$ cat config.mk
export PLATFORM = sky130hd
export DESIGN_NAME = fetch_unit_64
export DESIGN_NICKNAME = d
export VERILOG_FILES = /design/src/rtl/fetch_unit_64.sv
export SDC_FILE = /design/constraint.sdc
export NUM_CORES = 1
export LEC_CHECK = 0
export CORE_MARGIN = 3
export CORE_UTILIZATION = 35
export DETAILED_ROUTE_END_ITERATION = 8
export PLACE_DENSITY = 0.66
export SLEW_MARGIN = 20
export SYNTH_ARGS = -nofsm -noshare
export SYNTH_HDL_FRONTEND = slang
export SYNTH_SLANG_ARGS = --single-unit
$ cat constraint.sdc
create_clock -name clk -period 7.6 [get_ports clk]
set_clock_uncertainty 0.15 [all_clocks]
set_input_delay 1.52 -clock clk [delete_from_list [all_inputs] [get_ports clk]]
set_output_delay 1.52 -clock clk [all_outputs]
set_load 0.005 [all_outputs]
$ cat src/rtl/fetch_unit_64.sv
// rtl/fetch_unit_64.sv - multi-cycle byte-serial Y86-64 instruction fetch and decode
module fetch_unit_64 #(
  parameter logic [63:0] PC_RESET = 64'd0
) (
  input  logic        clk,
  input  logic        reset,
  input  logic        start,
  input  logic        pc_load,
  input  logic [63:0] new_pc,
  output logic        imem_req,
  output logic [63:0] imem_addr,
  input  logic [7:0]  imem_rdata,
  input  logic        imem_valid,
  input  logic        imem_err,
  output logic        busy,
  output logic        done,
  output logic [63:0] pc,
  output logic [3:0]  icode,
  output logic [3:0]  ifun,
  output logic [3:0]  rA,
  output logic [3:0]  rB,
  output logic [63:0] valC,
  output logic [63:0] valP,
  output logic        instr_valid,
  output logic        imem_error
);

  typedef enum logic [2:0] {
    S_IDLE  = 3'd0,
    S_BYTE0 = 3'd1,
    S_REGS  = 3'd2,
    S_CONST = 3'd3,
    S_DONE  = 3'd4
  } state_t;

  state_t state, next_state;

  logic [3:0]  idx;
  logic [3:0]  cur_icode, cur_ifun, cur_ra, cur_rb;
  logic [63:0] cur_valc;
  logic [3:0]  nx_icode, nx_ifun, nx_ra, nx_rb;
  logic [63:0] nx_valc;
  logic        ack;
  logic        entering_done;
  logic        next_fetching;
  logic [3:0]  const_off;
  logic [2:0]  const_k;

  function automatic logic [3:0] instr_len(input logic [3:0] ic);
    case (ic)
      4'h2, 4'h6, 4'hA, 4'hB: instr_len = 4'd2;
      4'h3, 4'h4, 4'h5:       instr_len = 4'd10;
      4'h7, 4'h8:             instr_len = 4'd9;
      default:                instr_len = 4'd1;
    endcase
  endfunction

  assign ack = imem_req & (imem_valid | imem_err);

  // jXX/call carry the constant right after byte 0; the others after the register byte
  assign const_off = idx - (((cur_icode == 4'h7) || (cur_icode == 4'h8)) ? 4'd1 : 4'd2);
  assign const_k   = const_off[2:0];

  assign imem_addr = imem_req ? (pc + {60'd0, idx}) : 64'd0;

  always_ff @(posedge clk) begin
    if (reset) state <= S_IDLE;
    else       state <= next_state;
  end

  always_comb begin
    next_state = state;
    case (state)
      S_IDLE: if (start) next_state = S_BYTE0;
      S_BYTE0: begin
        if (ack) begin
          if (imem_err) next_state = S_DONE;
          else begin
            case (imem_rdata[7:4])
              4'h2, 4'h3, 4'h4, 4'h5, 4'h6, 4'hA, 4'hB: next_state = S_REGS;
              4'h7, 4'h8:                              next_state = S_CONST;
              default:                                 next_state = S_DONE;
            endcase
          end
        end
      end
      S_REGS: begin
        if (ack) begin
          if (imem_err || !((cur_icode == 4'h3) || (cur_icode == 4'h4) || (cur_icode == 4'h5)))
            next_state = S_DONE;
          else
            next_state = S_CONST;
        end
      end
      S_CONST: if (ack && (imem_err || (const_k == 3'd7))) next_state = S_DONE;
      S_DONE:  next_state = S_IDLE;
      default: next_state = S_IDLE;
    endcase
  end

  always_comb begin
    busy = (state != S_IDLE);
    done = (state == S_DONE);
  end

  // Working copy of the fields with the byte on the bus merged in
  always_comb begin
    nx_icode = cur_icode;
    nx_ifun  = cur_ifun;
    nx_ra    = cur_ra;
    nx_rb    = cur_rb;
    nx_valc  = cur_valc;
    case (state)
      S_BYTE0: begin
        nx_icode = imem_rdata[7:4];
        nx_ifun  = imem_rdata[3:0];
      end
      S_REGS: begin
        nx_ra = imem_rdata[7:4];
        nx_rb = imem_rdata[3:0];
      end
      S_CONST: nx_valc[{const_k, 3'b000} +: 8] = imem_rdata;
      default: ;
    endcase
  end

  assign entering_done = (state != S_DONE) && (next_state == S_DONE);
  assign next_fetching = (next_state == S_BYTE0) || (next_state == S_REGS) ||
                         (next_state == S_CONST);

  always_ff @(posedge clk) begin
    if (reset) begin
      pc          <= PC_RESET;
      idx         <= 4'd0;
      imem_req    <= 1'b0;
      cur_icode   <= 4'd0;
      cur_ifun    <= 4'd0;
      cur_ra      <= 4'd0;
      cur_rb      <= 4'd0;
      cur_valc    <= 64'd0;
      icode       <= 4'd0;
      ifun        <= 4'd0;
      rA          <= 4'd0;
      rB          <= 4'd0;
      valC        <= 64'd0;
      valP        <= 64'd0;
      instr_valid <= 1'b0;
      imem_error  <= 1'b0;
    end else begin
      imem_req <= next_fetching;
      if (state == S_IDLE) begin
        if (pc_load) pc <= new_pc;
        if (start) begin
          idx       <= 4'd0;
          cur_icode <= 4'd0;
          cur_ifun  <= 4'd0;
          cur_ra    <= 4'hF;
          cur_rb    <= 4'hF;
          cur_valc  <= 64'd0;
        end
      end else if (ack) begin
        idx       <= idx + 4'd1;
        cur_icode <= nx_icode;
        cur_ifun  <= nx_ifun;
        cur_ra    <= nx_ra;
        cur_rb    <= nx_rb;
        cur_valc  <= nx_valc;
      end
      if (entering_done) begin
        if (imem_err) begin
          // a faulted fetch reports a nop that does not advance the PC
          icode       <= 4'h1;
          ifun        <= 4'h0;
          rA          <= 4'hF;
          rB          <= 4'hF;
          valC        <= 64'd0;
          valP        <= pc;
          instr_valid <= 1'b0;
          imem_error  <= 1'b1;
        end else begin
          icode       <= nx_icode;
          ifun        <= nx_ifun;
          rA          <= nx_ra;
          rB          <= nx_rb;
          valC        <= nx_valc;
          valP        <= pc + {60'd0, instr_len(nx_icode)};
          instr_valid <= (nx_icode <= 4'd11);
          imem_error  <= 1'b0;
        end
      end
    end
  end

endmodule

==> reports/results.txt, run 1 <==
The number of endpoints with negative hold slack in the final report came out at 0. Routability-driven placement finished with a final weighted congestion of 0.928. The share of final-layout standard cells stronger than drive strength 1 was 0.0772. The type of the tightest min-delay check was flop to flop. The tree is rooted in a sky130_fd_sc_hd__clkbuf_16. The number of placed instances, taps included, is 2693. Setup-violating endpoint count in the final report: 0.

The die height is 216 um. The clock share of power was 0.468. Count of distinct cell types in the synthesized netlist: 82.

Setup total negative slack on the finished layout was measured at 0 ps. The tool flagged a number of max-cap violations equal to 0. The die covers 46800 um^2.

The total global-route track usage was 0.252. Average footprint of a synthesized cell: 8.09 um^2. The logs give 0 for the post-route antenna net violation count and 0 for the number of hold-repair buffers added at the cts stage. The tools report the max-slew violation total from the final report as 0. The cell type with the highest aggregate area in the netlist was sky130_fd_sc_hd__dfxtp_1. Dominant register cell in the synthesized netlist: sky130_fd_sc_hd__dfxtp_1. For the sequential standard cell area, the log shows 5970 um^2.

The final layout contains 2244 nets. The run gives 15500 um^2 as the cell area after synthesis. The remaining max-slew budget at the tightest pin is 0.250.

The share of the synthesized area in the top cell type came out at 0.386. From synthesis to final layout, the design area changed by 33.2%. The clock sink total was 298; the clock buffer count from CTS was 37.

The remaining design rule violation count was 0. Once the clock tree was built, the setup fixing pass inserted 0 buffers. The run gives 2 as the number of H-tree levels. The maximum cell stage delay along the critical path works out to 620 ps. Pin placement for this block handled 355 I/O pins.

During placement, the flow inserted port buffers numbering 354. The internal portion of the total power is 3.06 mW. The logs give 2008 for the net count after synthesis and 1.14 mW for the net switching power of the design. After layout, the minimum clock period comes to 5930 ps. The tools report the number of antenna violations at the first check in global routing as 0. The antenna diode count was 0.

Synthesis produced 1912 cells. The ratio of total power to cell area works out to 204 nW/um^2. Detailed placement ended at an HPWL of 43500 um. The number of enable flip-flop cells after synthesis is 0. In this run the core area contains 76 standard-cell rows. The run gives 0 as the remaining global-route overflow. The slowest stage of the critical path belongs to the cell sky130_fd_sc_hd__dfxtp_1.

Number of global-route vias before repair: 15283. The first-pass GRT wire length is 93100 um. TritonCTS built the clock tree. Synthesis inferred 298 register bits. The initial cell density of the core is 0.357.

The sequential cell area fraction in the yosys report is 0.386. The run finished with clean final reports. The signal on the critical path passes through nand4_2, nor3_1, nand4_1, or4_1, a21oi_1, clkdlybuf4s50_1.

The detailed router finished its first iteration with 1409 violations. By area the synthesized netlist is led by sky130_fd_sc_hd__dfxtp_1 39%, sky130_fd_sc_hd__a21oi_1 6.4%, sky130_fd_sc_hd__nand2_1 4.7%. The critical path is of the flop to primary output type. The net switching share of the total power was 0.272.

The largest buffer count on any clock path was 3. For the layout filler cell count, the log shows 4273. The via count of the routed design was 15922. After the flow finishes, the layout carries non-filler instances totaling 2761. The share of async-settable or async-resettable flops after synthesis was 0. For the arrival time at the worst endpoint, the log shows 4260 ps.

The via density per instance came out at 5.77. The clock slew seen by the registers of the worst setup and hold paths was 60 ps; the leakage power figure was 6.59 nW. The post-route fraction of the period consumed by the critical path works out to 0.781. The Yosys step of the flow raised 0 warnings. On the critical path the largest part of the delay comes from simple AND/OR/NAND/NOR gates. The logs give 43400 um^2 for the area of the core region and 570 ps for the clock network latency to the later pin of the worst-skew pair.

The worst setup path is captured at a primary output. The share of total power in sequential cells came out at 0.410. Setup repair after global routing left no endpoint under its margin. Summed over all layers, the routed wires come to 61300 um. The peak clock frequency supported by timing was 169 MHz; the pin slew with the least headroom to its limit was 1130 ps. In the final routed layout, each cell accounts on average for 22.2 um.

The overall die width is 216 um. The top fanout value on the critical path was 15. The largest vdd supply drop is 149 uV. The maximum number of pins on one net before global-route repair came out at 101.

The logs give 0 for the number of gates resized after CTS and 8650 um^2 for the area of combinational cells with multiple inputs. The run gives 0.122 as the combinational fraction of design power. Data on the critical path is required at its endpoint by 5930 ps. STA classifies the critical path startpoint as a flop. The first-pass detailed-route iteration total is 5. The count of buffering cells on the critical path with inverters included came out at 1.
through the flow:
stage | instance area [um^2] | util | setup WS, ps | hold slack (ps) | total power, mW
final | 20600 | 0.476 | 1670 | 311 | 4.20
after global routing | 20600 | 0.476 | 1560 | 325 | 4.33
after CTS | 20600 | 0.475 | 1760 | 315 | 4.23
after detailed placement | 19200 | 0.443 | 1940 | 298 | 2.26
after global placement | 19200 | 0.443 | 2090 | 293 | 2.26
after floorplan | 15500 | - | 2940 | 298 | 1.98
power by group through the flow:
stage	clock (mW)	combinational (mW)	sequential, mW
final	1.96	0.513	1.72
after CTS	2.00	0.512	1.72
after floorplan	0	0.295	1.69
after detailed placement	0	0.508	1.75
after global routing	2.05	0.553	1.73
after global placement	0	0.503	1.75
layout make-up:
| class | count | share of cell area |
|---|---|---|
| multi-input combinational | 1402 | 0.420 |
| sequential | 298 | 0.289 |
| clock buffer | 46 | 0.0495 |
| inverter | 21 | 0.00382 |
| tap | 585 | 0.0355 |
| clock inverter | 21 | 0.0170 |
| timing repair buffer | 388 | 0.185 |
flip-flops by register name (all words and copies together), names as in the netlist, 3 cells and up:
| name | flops |
|---|---|
| cur_ra | 4 |
| valC | 64 |
| valP | 64 |
| cur_ifun | 4 |
| idx | 4 |
| pc | 64 |
| state | 3 |
| rB | 4 |
| cur_icode | 4 |
| ifun | 4 |
| cur_rb | 4 |
| icode | 4 |
| rA | 4 |
| cur_valc | 64 |
path summary, 6_finish.rpt:
kind,startpoint,end,slack (ps),cells past startpoint
setup reg to reg,state[0],valP[58],3130,11
hold reg to reg,valC[62],valC[62],310,1
hold / removal,valC[62],valC[62],310,1
setup / recovery,pc[5],imem_addr[62],1670,6
cell usage in the layout, fill, tap and decap left out, types with 34 or more instances in the layout:
cell type and instances:
sky130_fd_sc_hd__mux2i_1 34, sky130_fd_sc_hd__clkdlybuf4s50_1 353, sky130_fd_sc_hd__nor2_1 155, sky130_fd_sc_hd__nand4_1 40, sky130_fd_sc_hd__nor3_1 86, sky130_fd_sc_hd__a21oi_1 198
sky130_fd_sc_hd__nand2_1 189, sky130_fd_sc_hd__a211oi_1 48, sky130_fd_sc_hd__o2bb2ai_1 57, sky130_fd_sc_hd__o21ai_0 44, sky130_fd_sc_hd__dfxtp_1 298, sky130_fd_sc_hd__clkbuf_16 37
sky130_fd_sc_hd__nand3_1 130, sky130_fd_sc_hd__xor2_1 50
per-layer routing:
layer / track usage / part of all wire / up-vias
met3: 0.0606 / 0.089 / 111
met5: 0 / 0 / -
met1: 0.312 / 0.40 / 7628
li1: - / - / 7436
met2: 0.423 / 0.47 / 747
met4: 0.0974 / 0.036 / 0
cell families (layout without fill, tap and decap cells):
kind of cell	after synthesis	after routing	synth area share
muxes	51	51	0.0344
and+or+nand+nor	782	782	0.261
AOI/OAI and AO/OA	477	477	0.202
DFF	298	298	0.386
adders and majority gates	18	18	0.0160
xor gates and xnor gates	74	74	0.0424
buffers and inverters	212	476	0.0589
synth_stat cells (34+ instances only):
cell type and instances:
sky130_fd_sc_hd__a211oi_1 48, sky130_fd_sc_hd__a21oi_1 198, sky130_fd_sc_hd__buf_2 53, sky130_fd_sc_hd__clkbuf_1 117
sky130_fd_sc_hd__dfxtp_1 298, sky130_fd_sc_hd__mux2i_1 34, sky130_fd_sc_hd__nand2_1 192, sky130_fd_sc_hd__nand3_1 130
sky130_fd_sc_hd__nand4_1 40, sky130_fd_sc_hd__nor2_1 155, sky130_fd_sc_hd__nor3_1 86, sky130_fd_sc_hd__o21ai_0 45
sky130_fd_sc_hd__o2bb2ai_1 57, sky130_fd_sc_hd__xor2_1 50
Note: power is estimated with default switching activity, not from simulation.
==> run 2, diff against run 1 <==
==> constraint.sdc (replaced) <==
create_clock -name clk -period 6.06 [get_ports clk]
set_clock_uncertainty 0.15 [all_clocks]
set_input_delay 1.212 -clock clk [delete_from_list [all_inputs] [get_ports clk]]
set_output_delay 1.212 -clock clk [all_outputs]
set_load 0.005 [all_outputs]
==> reports/results.txt, run 2 (synthesized netlist as in run 1, its figures left out) <==
Fraction of met1 tracks used by global routing: 0.311 (-0.00122). For the remaining max-slew budget at the tightest pin, the log shows 0.253 (+0.00353). The kind of cell with the highest combined delay along the critical path is simple AND/OR/NAND/NOR gates.

Placed wire-length estimate after detailed placement: 43200 um (-0.63%). Endpoint class of the critical path: a primary output. The global routing met3 resource utilization was 0.0663 (+0.00575). TritonCTS built the clock tree. Ratio of total power to cell area: 245 nW/um^2 (+20%). Walking the worst path, the cells encountered are nand4_4, or4_4, nor4_2, or4b_1, nand2_1, clkdlybuf4s50_1.

Total global-route track usage: 0.253 (+0.00130). Time the worst path needs with I/O delays and setup: 5330 ps. Total I/O pin count: 355 (unchanged). The library cell used most frequently in the layout, excluding fill and tap cells, is sky130_fd_sc_hd__clkdlybuf4s50_1. The area enclosed by the die boundary came out at 46800 um^2 (unchanged).

The layout filler cell count came out at 4329 (+1.3%). The library cell used as clock root buffer was sky130_fd_sc_hd__clkbuf_16. The run gives 5.01 mW (+19%) as the total power draw. The library cells used most frequently in the layout, excluding fill and tap cells, are 353 x sky130_fd_sc_hd__clkdlybuf4s50_1, 298 x sky130_fd_sc_hd__dfxtp_1, 198 x sky130_fd_sc_hd__a21oi_1. The flow ran to the end, and the final reports show no timing, DRC or antenna violations.

The min-delay analysis places its worst path in the category flop to flop. The overall die width was 216 um (unchanged); the count of input and output buffers was 354 (unchanged). For the required time reported for the critical path endpoint, the log shows 4700 ps (-1230 ps). The post-route antenna net violation count was 0 (unchanged); the area of the core region was 43400 um^2 (unchanged). The tools report the final RePlAce weighted congestion as 0.965 (+3.9%). The number of rows in the core area is 76 (unchanged). The tools report the number of violations of the max-capacitance limit as 0 (unchanged). The run gives 2 (unchanged) as the number of H-tree levels.

For the via count of the routed design, the log shows 15927 (+0.031%). For the largest vdd supply drop, the log shows 200 uV (+35%). The number of gates resized after CTS is 0 (unchanged). The worst setup path is of the flop to primary output kind. The top fanout value on the critical path came out at 7 (-8). The die height works out to 216 um (unchanged).

The clock slew seen by the registers of the worst setup and hold paths was 60 ps (about the same). The share of final-layout standard cells stronger than drive strength 1 is 0.0743 (-0.00286), and the antenna diode count is 0 (unchanged). The met2 capacity usage during global routing was 0.428 (+0.00520); the number of hold-repair buffers added at the cts stage was 0 (unchanged). The tools report the number of global-route vias before repair as 15330 (+0.31%). The peak clock frequency supported by timing is 187 MHz.

Via density per instance: 5.76 (about the same). Setup repair after global routing left no endpoint under its margin. Remaining global-route overflow: 0 (unchanged). The logs give 0 (unchanged) for the remaining design rule violation count and 2764 (+0.11%) for the final instance count without filler cells. The largest buffer count on any clock path was 3 (unchanged). The tools report the total wirelength of the detailed-routed design as 61700 um (+0.54%).

The mean routed wirelength per cell came out at 22.3 um (+0.43%). The total negative setup slack was 0 ps (unchanged); the maximum number of pins on one net before global-route repair was 93 (-7.9%). The sequential standard cell area is 5970 um^2 (unchanged), and the setup-violating endpoint count in the final report is 0 (unchanged).

For the number of violations reported at the end of detailed-routing iteration 0, the log shows 1486 (+5.5%). After global routing, the most crowded layer is met2. The run gives 298 (unchanged) as the clock sink total.

The total instance count after detailed placement was 2699 (+0.22%); the max-slew violation total from the final report was 0 (unchanged). The tools report the number of antenna violations at the first check in global routing as 0 (unchanged). The pin slew with the least headroom to its limit works out to 1120 ps (-5.29 ps).

For the clock buffer count from CTS, the log shows 36 (-2.7%). The tools report the area of combinational cells with multiple inputs as 8650 um^2 (unchanged). On the critical path, the stage with the largest delay is an instance of sky130_fd_sc_hd__dfxtp_1. From synthesis to final layout, the design area changed by 32.1%. The post-CTS setup buffer count came out at 0 (unchanged). The final hold slack is 309 ps (-1.40 ps). The first-pass GRT wire length was 93800 um (+0.79%); the post-route fraction of the period consumed by the critical path was 0.880. The maximum cell stage delay along the critical path came out at 720 ps (+100 ps). The count of buffering cells on the critical path with inverters included was 1 (unchanged). The first-pass detailed-route iteration total is 7 (+2). The run gives 560 ps (about the same) as the clock network latency to the later pin of the worst-skew pair.

The initial cell density of the core is 0.357 (unchanged), and the net total in the final layout is 2248 (+0.18%). The run gives 3970 ps (-290 ps) as the arrival time at the worst endpoint. The number of endpoints with negative hold slack in the final report came out at 0 (unchanged). Leakage power figure: 6.53 nW (-0.84%). STA classifies the critical path startpoint as a flop.
run 2: final cells by class:
cell class,instances,share of cell area
Timing Repair Buffer,393,0.188
Clock buffer,53,0.0496
Multi-Input combinational cell,1402,0.423
Sequential cell,298,0.292
Inverter,21,0.00385
Tap cell,585,0.0358
Clock inverter,12,0.00820
run 2: path summary, 6_finish.rpt:
kind	start	end	slack, ps	depth (start not counted)
hold / removal	valC[63]	valC[63]	310	1
hold reg to reg	valC[63]	valC[63]	310	1
setup reg to reg	state[0]	valP[58]	1250	11
setup / recovery	pc[24]	imem_addr[58]	730	6
run 2: metal layers:
layer | part of all wire | wire length, um | vias up
li1 | - | - | 7423
met1 | 0.40 | 24600 | 7671
met2 | 0.48 | 29400 | 695
met3 | 0.086 | 5330 | 138
met4 | 0.038 | 2330 | 0
met5 | 0 | 0 | -
run 2: where the power goes:
| group | switching (mW) | internal [mW] |
|---|---|---|
| logic | 0.357 | 0.295 |
| registers | 0.126 | 2.03 |
| clock network | 0.902 | 1.30 |
| total | 1.39 | 3.62 |
run 2: per-stage QoR:
stage / worst slack (ps) / util / cell area (um^2)
2_1_floorplan: 1710 / - / 15500
3_3_place_gp: 932 / 0.444 / 19300
3_5_place_dp: 697 / 0.444 / 19300
4_1_cts: 813 / 0.472 / 20400
5_1_grt: 510 / 0.472 / 20400
6_report: 725 / 0.472 / 20400
